**src/rtl/vector_load_gather_if.sv**
```systemverilog
// Memory read channel between the gather engine (master) and data memory (slave).
// There is one request in flight at a time: req/addr are held until gnt, and the data comes back on rvalid.
interface vector_load_gather_if #(
  parameter int AW = 32,
  parameter int DW = 32
);
  logic          mem_req;
  logic [AW-1:0] mem_addr;
  logic          mem_gnt;
  logic          mem_rvalid;
  logic [DW-1:0] mem_rdata;

  modport master (
    output mem_req, mem_addr,
    input  mem_gnt, mem_rvalid, mem_rdata
  );

  modport slave (
    input  mem_req, mem_addr,
    output mem_gnt, mem_rvalid, mem_rdata
  );
endinterface

```
**src/rtl/vector_load_gather.sv**
```systemverilog
// Strided vector load: fetches up to LANES elements one at a time and commits them as a single register write.
// Optional feature macro: VLG_BOUNDS_CHECK_EN (rejects destination registers above 2 with an err pulse).
module vector_load_gather #(
  parameter int DW    = 32,
  parameter int AW    = 32,
  parameter int LANES = 8,
  parameter int VAW   = 5
) (
  input  logic                   clk,
  input  logic                   rst,
  input  logic                   start,
  input  logic [AW-1:0]          base_addr,
  input  logic [AW-1:0]          stride,
  input  logic [31:0]            vlen,
  input  logic [VAW-1:0]         vdst,
  output logic                   busy,
  output logic                   done,
  output logic                   err,
  vector_load_gather_if.master   mem,
  output logic                   vreg_write,
  output logic [VAW-1:0]         vreg_addr,
  output logic [LANES*DW-1:0]    wdata_v
);

  localparam int LW = $clog2(LANES);
  localparam int IW = LW + 1;

  typedef enum logic [1:0] {IDLE, REQ, WAIT, WRITE} state_t;

  state_t          state_r;
  state_t          state_s;
  logic [AW-1:0]   addr_r;
  logic [AW-1:0]   stride_r;
  logic [VAW-1:0]  vdst_r;
  logic [IW-1:0]   n_r;
  logic [IW-1:0]   idx_r;
  logic [DW-1:0]   lane_r [LANES];
  logic            done_zero_r;
  logic            err_r;

  logic            accept_s;
  logic            zero_s;
  logic            bad_s;
  logic            capture_s;
  logic            bad_vdst_s;
  logic [IW-1:0]   n_s;

`ifdef VLG_BOUNDS_CHECK_EN
  assign bad_vdst_s = (vdst > VAW'(2));
`else
  assign bad_vdst_s = 1'b0;
`endif

  assign n_s = (vlen > 32'(LANES)) ? IW'(LANES) : IW'(vlen);

  // State register
  always_ff @(posedge clk or posedge rst) begin
    if (rst) begin
      state_r <= IDLE;
    end else begin
      state_r <= state_s;
    end
  end

  // Next-state decode and per-cycle control strobes
  always_comb begin
    state_s   = state_r;
    accept_s  = 1'b0;
    zero_s    = 1'b0;
    bad_s     = 1'b0;
    capture_s = 1'b0;
    case (state_r)
      IDLE: begin
        if (start) begin
          if (bad_vdst_s) begin
            bad_s = 1'b1;
          end else if (vlen == 32'd0) begin
            zero_s = 1'b1;
          end else begin
            accept_s = 1'b1;
            state_s  = REQ;
          end
        end else begin
          state_s = IDLE;
        end
      end
      REQ: begin
        if (mem.mem_gnt) begin
          state_s = WAIT;
        end else begin
          state_s = REQ;
        end
      end
      WAIT: begin
        if (mem.mem_rvalid) begin
          capture_s = 1'b1;
          if ((idx_r + IW'(1)) == n_r) begin
            state_s = WRITE;
          end else begin
            state_s = REQ;
          end
        end else begin
          state_s = WAIT;
        end
      end
      WRITE:   state_s = IDLE;
      default: state_s = IDLE;
    endcase
  end

  // Operand latches, element capture and running address
  always_ff @(posedge clk or posedge rst) begin
    if (rst) begin
      addr_r      <= {AW{1'b0}};
      stride_r    <= {AW{1'b0}};
      vdst_r      <= {VAW{1'b0}};
      n_r         <= {IW{1'b0}};
      idx_r       <= {IW{1'b0}};
      done_zero_r <= 1'b0;
      err_r       <= 1'b0;
      for (int i = 0; i < LANES; i++) begin
        lane_r[i] <= {DW{1'b0}};
      end
    end else begin
      done_zero_r <= zero_s;
      err_r       <= bad_s;
      if (accept_s) begin
        addr_r   <= base_addr;
        stride_r <= stride;
        vdst_r   <= vdst;
        n_r      <= n_s;
        idx_r    <= {IW{1'b0}};
        for (int i = 0; i < LANES; i++) begin
          lane_r[i] <= {DW{1'b0}};
        end
      end else if (capture_s) begin
        lane_r[idx_r[LW-1:0]] <= mem.mem_rdata;
        idx_r                 <= idx_r + IW'(1);
        // Adding the stride each step gives base + idx*stride, wrapping modulo 2^AW.
        addr_r                <= addr_r + stride_r;
      end
    end
  end

  for (genvar g = 0; g < LANES; g++) begin : g_pack
    assign wdata_v[DW*g +: DW] = lane_r[g];
  end

  assign busy         = (state_r != IDLE);
  assign mem.mem_req  = (state_r == REQ);
  assign mem.mem_addr = addr_r;
  assign vreg_write   = (state_r == WRITE);
  assign vreg_addr    = vdst_r;
  assign done         = (state_r == WRITE) | done_zero_r;
  assign err          = err_r;

endmodule

```
**src/flat_wrapper.sv**
```systemverilog
// flat-port wrapper written by rule: the top's interface ports become plain ports
module vector_load_gather_flat 
#(
  parameter int DW    = 32,
  parameter int AW    = 32,
  parameter int LANES = 8,
  parameter int VAW   = 5
)
  (clk, rst, start, base_addr, stride, vlen, vdst, busy, done, err, vreg_write, vreg_addr, wdata_v, mem_mem_req, mem_mem_addr, mem_mem_gnt, mem_mem_rvalid, mem_mem_rdata);
  vector_load_gather_if #(.AW(AW), .DW(DW)) mem_i ();
  input  logic clk;
  input  logic rst;
  input  logic start;
  input  logic [AW-1:0] base_addr;
  input  logic [AW-1:0] stride;
  input  logic [31:0] vlen;
  input  logic [VAW-1:0] vdst;
  output logic busy;
  output logic done;
  output logic err;
  output logic vreg_write;
  output logic [VAW-1:0] vreg_addr;
  output logic [LANES*DW-1:0] wdata_v;
  output wire logic [$bits(mem_i.mem_req)-1:0] mem_mem_req;
  output wire logic [$bits(mem_i.mem_addr)-1:0] mem_mem_addr;
  input wire logic [$bits(mem_i.mem_gnt)-1:0] mem_mem_gnt;
  input wire logic [$bits(mem_i.mem_rvalid)-1:0] mem_mem_rvalid;
  input wire logic [$bits(mem_i.mem_rdata)-1:0] mem_mem_rdata;
  assign mem_mem_req = mem_i.mem_req;
  assign mem_mem_addr = mem_i.mem_addr;
  assign mem_i.mem_gnt = mem_mem_gnt;
  assign mem_i.mem_rvalid = mem_mem_rvalid;
  assign mem_i.mem_rdata = mem_mem_rdata;
  vector_load_gather #(.DW(DW), .AW(AW), .LANES(LANES), .VAW(VAW)) u_core (.clk(clk), .rst(rst), .start(start), .base_addr(base_addr), .stride(stride), .vlen(vlen), .vdst(vdst), .busy(busy), .done(done), .err(err), .mem(mem_i), .vreg_write(vreg_write), .vreg_addr(vreg_addr), .wdata_v(wdata_v));
endmodule
```
**config.mk**
```make
export PLATFORM = sky130hd
export DESIGN_NAME = vector_load_gather_flat
export DESIGN_NICKNAME = d
export VERILOG_FILES = /design/src/rtl/vector_load_gather_if.sv /design/src/rtl/vector_load_gather.sv /design/src/flat_wrapper.sv
export SDC_FILE = /design/constraint.sdc
export NUM_CORES = 1
export LEC_CHECK = 0
export CORE_MARGIN = 2
export CORE_UTILIZATION = 50
export CTS_BUF_LIST = sky130_fd_sc_hd__clkbuf_8
export DETAILED_ROUTE_END_ITERATION = 16
export GPL_TIMING_DRIVEN = 0
export PLACE_DENSITY = 0.94
export SLEW_MARGIN = 10
export SYNTH_ARGS = -nofsm -noshare
export SYNTH_HDL_FRONTEND = slang
export SYNTH_SLANG_ARGS = --single-unit
```
**constraint.sdc**
```tcl
create_clock -name clk -period 14.4 [get_ports clk]
set_input_delay 2.16 -clock clk [delete_from_list [all_inputs] [get_ports clk]]
set_output_delay 2.16 -clock clk [all_outputs]
set_load 0.005 [all_outputs]
```
==> key figures <==
Status
  • Status: finished, final reports clean

Critical path
  • Slowest stage cell, crit path: clkdlybuf4s50_1
  • Data arrival, critical path: between 5 and 6 ns
  • Worst path cell trace: clkdlybuf4s50_1, nor4_1, nand3_1, nor3_1, nor4b_2, nand2b_1, nor2_1, buf_2, clkbuf_1, clkbuf_1, a21oi_1
  • Most frequent CP cell: clkbuf_1
  • Crit path from: vlen[11]
  • Kind of cell adding the most delay to the critical path: simple AND/OR/NAND/NOR gates
  • CP Buf/Inv Count: 4
  • WP data required: between 10 and 15 ns
  • Reg-to-reg startpoint: u_core.mem.mem_addr[0]
  • Critical path class: in2reg
  • Max incr delay on CP: 0.43 ns
  • Worst Path Max Fanout: 10
  • Critical path endpoint category: flip-flop
  • Crit start category: input pin

Timing
  • Worst setup margin: between 9 and 10 ns
  • Slew margin rel.: between 15 and 20%
  • Final setup viols: 0
  • Clk_skew: between 0.03 and 0.04 ns
  • Hold_ws: around 0.49 ns
  • Worst Tran Pin Value: between 1 and 1.5 ns
  • Final Cycle Share: approximately 33%
  • Final hold vios: 0
  • Max-slew violations: 0
  • Final Critical Period: 4.82 ns
  • Max Clk Rate: between 200 and 250 MHz
  • RSZ-0062 raised after global routing: false

Layout
  • Post-route core utilization: 70.6%
  • Fin cells: around 2600
  • Final #Nets: approximately 2400
  • Area Growth Syn to Fin: 38.3%
  • Layout cells sized above 1: between 5 and 6%

Yosys
  • Syn Nets: approximately 1900
  • FF+latch count, synth: 336
  • Synth top cells by count: nand2_1, dfrtp_1, a21oi_1
  • Mapped Cells: ~1700
  • Cell with the most instances after synthesis: nand2_1
  • Yosys warns: 0
  • Netlist Area Pre-Place: approximately 15000 µm²
  • Sequential share of the synthesized area: a little under three fifths
  • Leading area contributor after synthesis: dfrtp_1
  • Synth area leaders: dfrtp_1, nand2_1, a21oi_1
  • Number of synthesized flops with an enable pin: 0
  • Ys flop type: dfrtp_1
  • Syn avg cell area: between 8 and 9 µm²
  • Async S/R FF share, synth: 100%
  • Post-synth top area share: between 50% and 60%
  • Cell variety after synth: 66

Clock tree
  • H-tree levels: 2
  • # hold bufs at CTS: 0
  • Clock buffer depth: 3
  • Post-CTS setup buffer count: 0
  • Clk_lat worst skew: a little over 0.6 ns
  • Clock Pin Slew Worst Setup and Hold Paths: 0.06 ns
  • CTS tree: built
  • Number of buffers created by CTS: 53
  • Clk root buf: clkbuf_8
  • CTS-repair resized insts: 0
  • Num Clock Sinks: 336

Global route
  • Initial antenna violation count: 1
  • First-pass GRT wire length: around 85000 µm
  • Largest net degree at the start of global routing: 119
  • Total GRT Usage: a little over a third
  • Grt ovf: 0
  • Vias in the first global route: 15100

Placed design
  • Setup WS pre-CTS: 9.09 ns
  • Placed cells: roughly 2500
  • PortBufs: roughly 400
  • Hpwl dp: between 40000 and 50000 µm
  • Final GP Congestion: 0.924

Min path
  • Hold Path Origin: u_core.stride_r[13]
  • Worst Hold Class: reg2reg

Floorplanning
  • Initial core utilization: between 50% and 60%
  • Rows: 63
  • Die Span Y: 178 µm
  • Die X: around 180 µm
  • Die Area: about 32000 µm²
  • IO Count: 436
  • Core footprint: between 20000 and 30000 µm²

Routing
  • Vias per cell: around 5.8
  • DRT antenna net count: 0
  • DRT Pass-1 Iters: 8
  • Drt drc: 0
  • Routed WL per cell: 21.5 µm
  • Vias: roughly 15000
  • Initial drt markers: 1531
  • WL final: about 57000 µm

Pwr
  • PwrDens: ~170 nW/µm²
  • Static Leak: roughly 9.0 nW
  • Peak supply drop: approximately 0.15 mV

Flow run
  • Max cap viols: 0
==> through the flow <==
step | setup TNS, ns | instance area, µm² | total power, mW
after global routing | 0 | 21000 | 3.74
final | 0 | 21000 | 3.56
after detailed placement | 0 | 19800 | 2.63
after floorplan | 0 | 15200 | 2.07
after global placement | -197.25 | 19700 | 2.58
after CTS | 0 | 21000 | 3.54
==> layout by cell type (no fill, tap or decap), drive strengths merged, types with 3 or more instances in the layout <==
cell type,netlist,layout
o21ai,38,38
bufinv,0,4
and2,3,3
nand2,651,651
nand4b,3,3
clkdlybuf4s50,0,402
a222oi,7,7
a21oi,291,291
o22ai,4,4
o31ai,3,3
nor4b,3,3
o21bai,8,8
clkbuf,122,191
clkinv,0,8
nor3,6,6
ha,32,32
a21o,12,12
a211oi,6,6
nand3,22,22
nor2b,4,4
or3,3,3
a22oi,17,17
xnor2,20,20
nand3b,3,3
or2,3,3
nor2,28,28
xor2,10,10
and3,4,4
dfrtp,336,336
nor4,9,9
a221o,5,5
nand2b,7,7
inv,20,39
nand4,9,9
buf,25,28
==> layout make-up <==
cell class,instances,area (µm²)
inverters,20,82.6
clock buffers,69,950
fillers,2009,8760
clock inverters,31,255
flip-flops and latches,336,8410
multi-input cells,1235,6170
repair buffers,405,4110
plain buffers,147,577
well taps,390,488
diodes,1,2.50
==> logic make-up (layout without fill, tap and decap cells) <==
logic type / after synthesis / in the layout / share of synthesized area [%]
and+or+nand+nor: 761 / 761 / 20.2
xor gates and xnor gates: 30 / 30 / 1.73
adders and majority gates: 33 / 33 / 2.76
DFF: 336 / 336 / 55.3
AOI/OAI and AO/OA: 406 / 406 / 15.5
buffers and inverters: 167 / 672 / 4.29
other: 1 / 2 / 0.0247
muxes: 4 / 4 / 0.280
==> routing by layer <==
metal  part of all wire, %  wire (µm)  track usage (%)  vias up
met3                    11       6000             9.31      249
met4                   6.4       3630             19.9        0
met5                     0          0                0        -
li1                      -          -                -     6672
met1                    35      20000             41.3     7392
met2                    48      27100             58.1     1034
==> final timing paths <==
| kind | to | slack, ns | cells past startpoint |
|---|---|---|---|
| worst max-delay path | u_core.wdata_v[60] | 9.58 | 11 |
| worst min-delay path | u_core.stride_r[13] | 0.49 | 2 |
| worst max register to register | u_core.mem.mem_addr[26] | 11.20 | 11 |
| worst min register to register | u_core.stride_r[13] | 0.49 | 2 |
| max in group asynchronous | u_core.wdata_v[39] | 11.13 | 4 |
| min in group asynchronous | u_core.wdata_v[186] | 1.95 | 2 |
==> tightest hold or removal path, stage by stage, from the launching register on <==
cell and delay (ns):
dfrtp_1 0.34, nand2_1 0.06, nand2_1 0.06
==> where the power goes <==
part / internal, mW / switching [mW] / total, mW
Combinational: 0.602 / 0.836 / 1.44
Sequential: 1.09 / 0.128 / 1.22
Clock: 0.505 / 0.393 / 0.898
Total: 2.20 / 1.36 / 3.56
==> registers in the layout, summed over array words and instances (netlist names) <==
register and cells:
u_core.wdata_v 256, u_core.mem.mem_addr 32, u_core.stride_r 32, u_core.vreg_addr 5
u_core.idx_r 4, u_core.n_r 4, u_core.state_r 2, u_core.done_zero_r 1
Note: power is estimated with default switching activity, not from simulation.
